<file path="src/rtl/bbox_pixel_scanner_if.sv">
// ----------------------------------------------------------------------------
// bbox_pixel_scanner_if
// Purpose : groups the bounding-box input handshake and the pixel output
//           handshake of bbox_pixel_scanner into one bundle.
// Signals :
//   bbox_valid / bbox_ready      box handshake (upstream -> scanner)
//   XMIN, XMAX, YMIN, YMAX       box corners, unsigned fixed point
//   px_valid / px_ready          pixel handshake (scanner -> downstream)
//   px_x, px_y, px_last          pixel coordinate and end-of-box flag
// Modports:
//   slave  - the scanner side (consumes boxes, produces pixels)
//   master - the environment side (produces boxes, consumes pixels)
// ----------------------------------------------------------------------------
interface bbox_pixel_scanner_if #(
    parameter int unsigned COORD_W = 16,
    parameter int unsigned PIX_W   = 10
);
    logic               bbox_valid;
    logic               bbox_ready;
    logic [COORD_W-1:0] XMIN;
    logic [COORD_W-1:0] XMAX;
    logic [COORD_W-1:0] YMIN;
    logic [COORD_W-1:0] YMAX;
    logic               px_valid;
    logic               px_ready;
    logic [PIX_W-1:0]   px_x;
    logic [PIX_W-1:0]   px_y;
    logic               px_last;

    modport slave (
        input  bbox_valid, XMIN, XMAX, YMIN, YMAX, px_ready,
        output bbox_ready, px_valid, px_x, px_y, px_last
    );

    modport master (
        output bbox_valid, XMIN, XMAX, YMIN, YMAX, px_ready,
        input  bbox_ready, px_valid, px_x, px_y, px_last
    );
endinterface

</file>
<file path="src/rtl/bbox_pixel_scanner.sv">
// ----------------------------------------------------------------------------
// bbox_pixel_scanner
// Purpose : accepts one triangle bounding box, clips it to the screen and
//           emits every integer pixel inside it, one per px handshake.
// Ports   :
//   CLK    - sole clock, rising edge
//   RST_N  - asynchronous active-low reset
//   bus    - bbox_pixel_scanner_if.slave (box in, pixel out)
//   busy   - a box is being scanned
//   done   - one-cycle pulse once a box is fully consumed
// Options :
//   BBOX_SERPENTINE_EN - when defined, odd rows (relative to the box top)
//                        are walked right-to-left; otherwise all rows are
//                        walked left-to-right.
// ----------------------------------------------------------------------------
module bbox_pixel_scanner #(
    parameter int unsigned COORD_W  = 16,
    parameter int unsigned FRAC_W   = 6,
    parameter int unsigned PIX_W    = 10,
    parameter int unsigned SCREEN_W = 640,
    parameter int unsigned SCREEN_H = 480
) (
    input  logic                  CLK,
    input  logic                  RST_N,
    bbox_pixel_scanner_if.slave   bus,
    output logic                  busy,
    output logic                  done
);

    // One extra bit so compares against SCREEN_W-1 never wrap.
    localparam int unsigned CW = PIX_W + 1;
    localparam logic [CW-1:0] XLIM = CW'(SCREEN_W - 1);
    localparam logic [CW-1:0] YLIM = CW'(SCREEN_H - 1);

    typedef enum logic [1:0] {StIdle, StScan, StFinish} state_t;

    state_t         r_state, w_state_nxt;
    logic [CW-1:0]  r_xs, r_xe, r_ys, r_ye;
    logic [CW-1:0]  w_xs_nxt, w_xe_nxt, w_ys_nxt, w_ye_nxt;
    logic [CW-1:0]  r_x, r_y, w_x_nxt, w_y_nxt;
`ifdef BBOX_SERPENTINE_EN
    logic           r_dir, w_dir_nxt;   // 1: current row runs right-to-left
`endif

    // Integer parts of the incoming box, truncated to PIX_W bits.
    logic [COORD_W-FRAC_W-1:0] w_xmin_int, w_xmax_int, w_ymin_int, w_ymax_int;
    logic [CW-1:0]             w_xs, w_xe_raw, w_xe, w_ys, w_ye_raw, w_ye;
    logic                      w_empty;
    logic [CW-1:0]             w_row_end;
    logic                      w_at_row_end, w_at_last;

    assign w_xmin_int = bus.XMIN[COORD_W-1:FRAC_W];
    assign w_xmax_int = bus.XMAX[COORD_W-1:FRAC_W];
    assign w_ymin_int = bus.YMIN[COORD_W-1:FRAC_W];
    assign w_ymax_int = bus.YMAX[COORD_W-1:FRAC_W];

    assign w_xs     = {1'b0, w_xmin_int[PIX_W-1:0]};
    assign w_ys     = {1'b0, w_ymin_int[PIX_W-1:0]};
    assign w_xe_raw = {1'b0, w_xmax_int[PIX_W-1:0]};
    assign w_ye_raw = {1'b0, w_ymax_int[PIX_W-1:0]};
    assign w_xe     = (w_xe_raw > XLIM) ? XLIM : w_xe_raw;
    assign w_ye     = (w_ye_raw > YLIM) ? YLIM : w_ye_raw;
    assign w_empty  = (w_xs > w_xe) || (w_ys > w_ye);

`ifdef BBOX_SERPENTINE_EN
    assign w_row_end = r_dir ? r_xs : r_xe;
`else
    assign w_row_end = r_xe;
`endif
    assign w_at_row_end = (r_x == w_row_end);
    assign w_at_last    = w_at_row_end && (r_y == r_ye);

    // Outputs are pure functions of registered state, so they hold
    // automatically while the downstream stalls.
    assign bus.bbox_ready = (r_state == StIdle);
    assign bus.px_valid   = (r_state == StScan);
    assign bus.px_x       = r_x[PIX_W-1:0];
    assign bus.px_y       = r_y[PIX_W-1:0];
    assign bus.px_last    = (r_state == StScan) && w_at_last;
    assign busy           = (r_state == StScan);
    assign done           = (r_state == StFinish);

    always_ff @(posedge CLK or negedge RST_N) begin
        if (!RST_N) begin
            r_state <= StIdle;
        end else begin
            r_state <= w_state_nxt;
        end
    end

    always_ff @(posedge CLK or negedge RST_N) begin
        if (!RST_N) begin
            r_xs <= '0;
            r_xe <= '0;
            r_ys <= '0;
            r_ye <= '0;
            r_x  <= '0;
            r_y  <= '0;
`ifdef BBOX_SERPENTINE_EN
            r_dir <= 1'b0;
`endif
        end else begin
            r_xs <= w_xs_nxt;
            r_xe <= w_xe_nxt;
            r_ys <= w_ys_nxt;
            r_ye <= w_ye_nxt;
            r_x  <= w_x_nxt;
            r_y  <= w_y_nxt;
`ifdef BBOX_SERPENTINE_EN
            r_dir <= w_dir_nxt;
`endif
        end
    end

    always_comb begin
        w_state_nxt = r_state;
        w_xs_nxt    = r_xs;
        w_xe_nxt    = r_xe;
        w_ys_nxt    = r_ys;
        w_ye_nxt    = r_ye;
        w_x_nxt     = r_x;
        w_y_nxt     = r_y;
`ifdef BBOX_SERPENTINE_EN
        w_dir_nxt   = r_dir;
`endif
        unique case (r_state)
            StIdle: begin
                if (bus.bbox_valid) begin
                    w_xs_nxt    = w_xs;
                    w_xe_nxt    = w_xe;
                    w_ys_nxt    = w_ys;
                    w_ye_nxt    = w_ye;
                    w_x_nxt     = w_xs;
                    w_y_nxt     = w_ys;
`ifdef BBOX_SERPENTINE_EN
                    w_dir_nxt   = 1'b0;
`endif
                    w_state_nxt = w_empty ? StFinish : StScan;
                end
            end
            StScan: begin
                if (bus.px_ready) begin
                    if (!w_at_row_end) begin
`ifdef BBOX_SERPENTINE_EN
                        w_x_nxt = r_dir ? (r_x - CW'(1)) : (r_x + CW'(1));
`else
                        w_x_nxt = r_x + CW'(1);
`endif
                    end else if (r_y != r_ye) begin
                        w_y_nxt = r_y + CW'(1);
`ifdef BBOX_SERPENTINE_EN
                        // x stays at the row end; the next row runs backwards.
                        w_dir_nxt = ~r_dir;
`else
                        w_x_nxt = r_xs;
`endif
                    end else begin
                        w_state_nxt = StFinish;
                    end
                end
            end
            StFinish: begin
                w_state_nxt = StIdle;
            end
            default: begin
                w_state_nxt = StIdle;
            end
        endcase
    end

endmodule
</file>
<file path="src/flat_wrapper.sv">
// flat-port wrapper written by rule: the top's interface ports become plain ports
module bbox_pixel_scanner_flat 
#(
    parameter int unsigned COORD_W  = 16,
    parameter int unsigned FRAC_W   = 6,
    parameter int unsigned PIX_W    = 10,
    parameter int unsigned SCREEN_W = 640,
    parameter int unsigned SCREEN_H = 480
)
  (CLK, RST_N, busy, done, bus_bbox_valid, bus_XMIN, bus_XMAX, bus_YMIN, bus_YMAX, bus_px_ready, bus_bbox_ready, bus_px_valid, bus_px_x, bus_px_y, bus_px_last);
  bbox_pixel_scanner_if #(.COORD_W(COORD_W), .PIX_W(PIX_W)) bus_i ();
  input  logic CLK;
  input  logic RST_N;
  output logic busy;
  output logic done;
  input wire logic [$bits(bus_i.bbox_valid)-1:0] bus_bbox_valid;
  input wire logic [$bits(bus_i.XMIN)-1:0] bus_XMIN;
  input wire logic [$bits(bus_i.XMAX)-1:0] bus_XMAX;
  input wire logic [$bits(bus_i.YMIN)-1:0] bus_YMIN;
  input wire logic [$bits(bus_i.YMAX)-1:0] bus_YMAX;
  input wire logic [$bits(bus_i.px_ready)-1:0] bus_px_ready;
  output wire logic [$bits(bus_i.bbox_ready)-1:0] bus_bbox_ready;
  output wire logic [$bits(bus_i.px_valid)-1:0] bus_px_valid;
  output wire logic [$bits(bus_i.px_x)-1:0] bus_px_x;
  output wire logic [$bits(bus_i.px_y)-1:0] bus_px_y;
  output wire logic [$bits(bus_i.px_last)-1:0] bus_px_last;
  assign bus_i.bbox_valid = bus_bbox_valid;
  assign bus_i.XMIN = bus_XMIN;
  assign bus_i.XMAX = bus_XMAX;
  assign bus_i.YMIN = bus_YMIN;
  assign bus_i.YMAX = bus_YMAX;
  assign bus_i.px_ready = bus_px_ready;
  assign bus_bbox_ready = bus_i.bbox_ready;
  assign bus_px_valid = bus_i.px_valid;
  assign bus_px_x = bus_i.px_x;
  assign bus_px_y = bus_i.px_y;
  assign bus_px_last = bus_i.px_last;
  bbox_pixel_scanner #(.COORD_W(COORD_W), .FRAC_W(FRAC_W), .PIX_W(PIX_W), .SCREEN_W(SCREEN_W), .SCREEN_H(SCREEN_H)) u_core (.CLK(CLK), .RST_N(RST_N), .bus(bus_i), .busy(busy), .done(done));
endmodule
</file>
<file path="config.mk">
export PLATFORM = sky130hd
export DESIGN_NAME = bbox_pixel_scanner_flat
export DESIGN_NICKNAME = d
export VERILOG_FILES = /design/src/rtl/bbox_pixel_scanner_if.sv /design/src/rtl/bbox_pixel_scanner.sv /design/src/flat_wrapper.sv
export SDC_FILE = /design/constraint.sdc
export NUM_CORES = 1
export LEC_CHECK = 0
export CORE_MARGIN = 1
export CORE_UTILIZATION = 30
export CTS_BUF_LIST = sky130_fd_sc_hd__clkbuf_16
export DETAILED_ROUTE_END_ITERATION = 12
export GPL_TIMING_DRIVEN = 0
export SYNTH_ARGS = -nofsm -noshare
export SYNTH_HDL_FRONTEND = slang
export SYNTH_SLANG_ARGS = --single-unit
export TNS_END_PERCENT = 30
</file>
<file path="constraint.sdc">
create_clock -name CLK -period 2 [get_ports CLK]
set_input_delay 0.5 -clock CLK [delete_from_list [all_inputs] [get_ports CLK]]
set_output_delay 0.5 -clock CLK [all_outputs]
set_load 0.1 [all_outputs]
</file>
-- Word level (Yosys, flattened, before mapping)
Index checks and enable logic that the tools add are counted.
- flip-flop bits (word level): 56
- add/subtract/negate cells: 2
- magnitude comparators: 4
- equality and inequality tests: 11
- mux-type cells: 18
- reduce and logical (&&, ||, !) cells: 9
- operator list (kind ; number):
    2-to-1 mux 11 bit ; 8
    one-hot mux 11 bit (2 select lines) ; 2
    adder 11 x 1 -> 11 bit, second input constant ; 2
    equality test 11 bit ; 2
    greater-than comparator 10 x 11 -> 1 bit ; 2
    2-to-1 mux 10 bit ; 2
    inequality test 11 bit ; 1
    greater-than comparator 10 bit, second input constant ; 1
    greater-than comparator 10 x 9 -> 1 bit, second input constant ; 1
    2-to-1 mux 2 bit ; 5
    AND reduction 4 bit ; 2
    inequality test 2 bit, second input constant ; 3
    AND reduction 5 bit ; 1
    inequality test 2 x 1 -> 1 bit, second input constant ; 2
    one-hot mux 2 bit (2 select lines) ; 1
    inequality test 3 bit, second input constant ; 1
    equality test 2 x 1 -> 1 bit, second input constant ; 1
    equality test 2 bit, second input constant ; 1
    logical AND 1 bit ; 2
    logical NOT 2 bit ; 1
    AND reduction 2 bit ; 1
    nonzero test 2 bit ; 1
    logical OR 1 bit ; 1

-- Logic depth before layout (Yosys ltp)
- depth in word-level cells: 7
- mapped depth: 10
- depth with buffers taken out: 10

-- Least setup slack after synthesis
Ideal clock, no wire load.
- path type: register to output
- start point: register u_core.r_x[2]
- end point: output bus_px_last
- data arrival time: 3.450 ns
- setup slack: -1.950 ns
- stages on the path, launching flop included: 7
- buffers on the path: 2
- cell sequence: dfrtp_1 > buf_6 > xor2_2 > nor4_4 > nand3_4 > buf_2 > nor3_1
- cells in the longest elaborated chain, start to end: 3
- ends and longest elaborated chain (item ; RTL line ; source):
    from (decl) ; bbox_pixel_scanner.sv:40 ; logic [CW-1:0] r_x, r_y, w_x_nxt, w_y_nxt;
    from (signal assigned) ; bbox_pixel_scanner.sv:107 ; r_x <= w_x_nxt;
    equality test 11 bit ; bbox_pixel_scanner.sv:70 ; assign w_at_row_end = (r_x == w_row_end);
    logical AND 1 bit ; bbox_pixel_scanner.sv:71 ; assign w_at_last = w_at_row_end && (r_y == r_ye);
    logical AND 1 bit ; bbox_pixel_scanner.sv:79 ; assign bus.px_last = (r_state == StScan) && w_at_last;
    to (decl) ; flat_wrapper.sv:26 ; output wire logic [$bits(bus_i.px_last)-1:0] bus_px_last;
Every way passes these cells.

-- Worst setup path after layout
- start point: register u_core.r_x[3]
- end point: output bus_px_last
The elaborated chain is that of the path after synthesis.

==> results.cfg <==
[synth]
synth_area_leaders = dfrtp_1, nand2_1, ha_1, xor2_1, o21ai_0
ys.flop_type = dfrtp_1
syn-cell-area_um2 = 3661
syn_inst = 418
ys_ff_latch = 54
synth-edff-count = 0
synth_area_per_cell_um2 = 8.758
synth_cell_types = 47
ys_warn_count = 0
synthDominantCellAreaShare_pct = 36.91
synth_fp_nets = 508
ys_async_sr_fraction_pct = 100.0
synth_seq_area_share_pct = 36.91
yosys.area.top_type = dfrtp_1

[sta]
final-hold-violation-count = 0
min_period_ns = 2.499
hold_ws_ns = 0.1492
drv_slew = 0
setup_slack_ns = -0.4992
fin_crit_sh_pct = 125.0
setup_viol = 24
max_slew.worst_pin.slew_ns = 0.5926
relSlewSlack_pct = 60.49
rsz0062_at_grt = true
fmax_ghz = 0.4001
clock_skew_ns = 0.007576

[place]
io_buffer_count = 68
hpwl_um = 7949
place_congestion = 0.8619
dpl_cell_area_um2 = 4562

[finish]
final_layout_size_suffix_gt1_share_pct = 30.26
final_area_um2 = 5025
final_common_cell = nand2_1
syn_to_final_growth_pct = 37.25
n_antenna_cell = 0
finish.utilization_pct = 43.09
final_cell_mix = nand2_1, buf_4, dfrtp_1
fin_nets = 598

[clocking]
clk_pin_slew_ns = 0.08
clock_sinks = 54
root_buffer = clkbuf_16
cts_tree = done
ctsHoldBuffers = 0
cts-buffers-inserted = 5
clkLatencyLatePin_ns = 0.30
clock_path_buffers = 2
htreeDepth = 2

[grt]
grt_pass1_wl_um = 17300
grt_overflow = 0
grt_max_degree = 39
grt_pass1_vias = 3450
grt_usage_pct = 17.36
antenna_found_initial = 0

[critical_path]
regToRegSetupSlack_ns = -0.13
r2r_end = u_core.r_y[1]
reg2reg_depth = 9
critPathArrivalTime_ns = 2.00
critPathLaunch = u_core.r_x[3]
critical_path.max_fanout = 7
r2r_start = u_core.r_x[3]
cp-end-kind = output pin
endpoint = bus_px_last
startpoint_type = flip-flop
path_class = reg2out
cp.required_ns = 1.50

[routing]
antenna_left = 0
drt_iter0_drc = 150
drt-vias-per-instance = 5.054
routed_wl_um = 10450
routedWlPerCell_um = 16.02
via_count = 3295
first_pass_iters = 5
route.detailed.drc = 0

[die]
core_area_um2 = 11660
die_area_um2 = 12650
die_h_um = 112.5
die_x_um = 112.5
start_util_pct = 31.39
rows = 39
io-pin-count = 93

[power]
p_leak_nw = 2.278
ir_drop_uv = 775.1
power_density_nw_per_um2 = 1675

[status]
status = finished, violations left
violations = negative setup slack

[worst_hold_path]
min_path_type = in2async

[job]
maxCapViolCount = 0
## critical path: stages, from the launching register on
cell and delay [ns]:
dfrtp_2 0.48, xor2_2 0.18, nor4_4 0.33, nand3_4 0.13, buf_12 0.16, nor3_4 0.22, buf_12 0.21
## worst min path at each step
stage / start / slack (ns) / endpoint
after CTS: RST_N / 0.15 / u_core.r_y[8]
after detailed placement: u_core.r_xs[3] / 0.46 / u_core.r_xs[3]
final: RST_N / 0.15 / u_core.r_y[8]
after floorplan: RST_N / 0.20 / u_core.r_state[0]
after global placement: u_core.r_xs[8] / 0.46 / u_core.r_xs[8]
after global routing: RST_N / 0.17 / u_core.r_y[8]
## repair_timing
item | in CTS | in global routing
endpoints found under the setup margin | 58 | 45
buffers inserted | 11 | 4
resized for setup | 155 | 32
pin swaps | 31 | 12
## synthesized netlist by cell type, types with 2 or more instances
| cell type | instances |
|---|---|
| or2_2 | 2 |
| a21oi_1 | 17 |
| nand3_1 | 12 |
| o22ai_1 | 5 |
| inv_1 | 13 |
| nor4_1 | 2 |
| mux2_2 | 12 |
| xnor2_1 | 2 |
| nor3_1 | 12 |
| or3_1 | 3 |
| and3_1 | 4 |
| o211ai_1 | 2 |
| buf_2 | 2 |
| nand2_1 | 80 |
| mux2i_1 | 9 |
| a311oi_1 | 3 |
| buf_6 | 2 |
| nand4_1 | 6 |
| ha_1 | 22 |
| a22oi_1 | 2 |
| o21ai_0 | 37 |
| xor2_1 | 25 |
| nor2b_1 | 2 |
| nor4_4 | 2 |
| nand2b_1 | 2 |
| clkbuf_1 | 11 |
| buf_4 | 21 |
| a21o_1 | 6 |
| a21oi_2 | 5 |
| nor2_1 | 25 |
| dfrtp_1 | 54 |
## state kept, by name, summed over array words and instances (netlist names)
register	cells
u_core.r_ye	10
u_core.r_xs	10
u_core.r_xe	10
u_core.r_state	2
u_core.r_y	11
u_core.r_x	11
## final cells by class
| class | instances | area, µm² |
|---|---|---|
| Clock buffer | 5 | 125.1 |
| Fill cell | 1111 | 6638 |
| Inverter | 13 | 48.80 |
| Sequential cell | 54 | 1361 |
| Multi-Input combinational cell | 314 | 2228 |
| Clock inverter | 3 | 23.77 |
| Timing Repair Buffer | 84 | 787.0 |
| Buffer | 36 | 271.5 |
| Tap cell | 143 | 178.9 |
## through the flow
stage / total power (W) / std cells / setup TNS [ns] / worst slack (ns)
6_report: 0.008415 / 652 / -2.479 / -0.4992
5_1_grt: 0.008919 / 652 / -4.441 / -0.5666
4_1_cts: 0.008330 / 649 / -4.259 / -0.5199
3_5_place_dp: 0.007281 / 630 / -20.19 / -1.267
3_3_place_gp: 0.007183 / 629 / -89.54 / -1.302
2_1_floorplan: 0.006075 / 418 / -1.529 / -0.5717
## layer usage
metal  vias to the layer above  GRT usage (%)  wire, µm
li1                       1606              -         -
met1                      1577          23.77      5012
met2                        97          28.03      4837
met3                        15          2.160       422
met4                         0          6.578       176
met5                         -              0         0
## power breakdown
group / internal [W] / switching (W)
clock: 0.000470 / 0.000432
combinational: 0.00180 / 0.00343
sequential: 0.00163 / 0.000652
## cells by family after synthesis
logic type	share of synthesized area [%]
and+or+nand+nor	19.62
AOI/OAI and AO/OA	15.04
DFF	36.91
buffers and inverters	7.758
xor gates and xnor gates	6.904
adders and majority gates	7.519
muxes	6.152
other	0.1024
(Power assumes the default switching activity.)
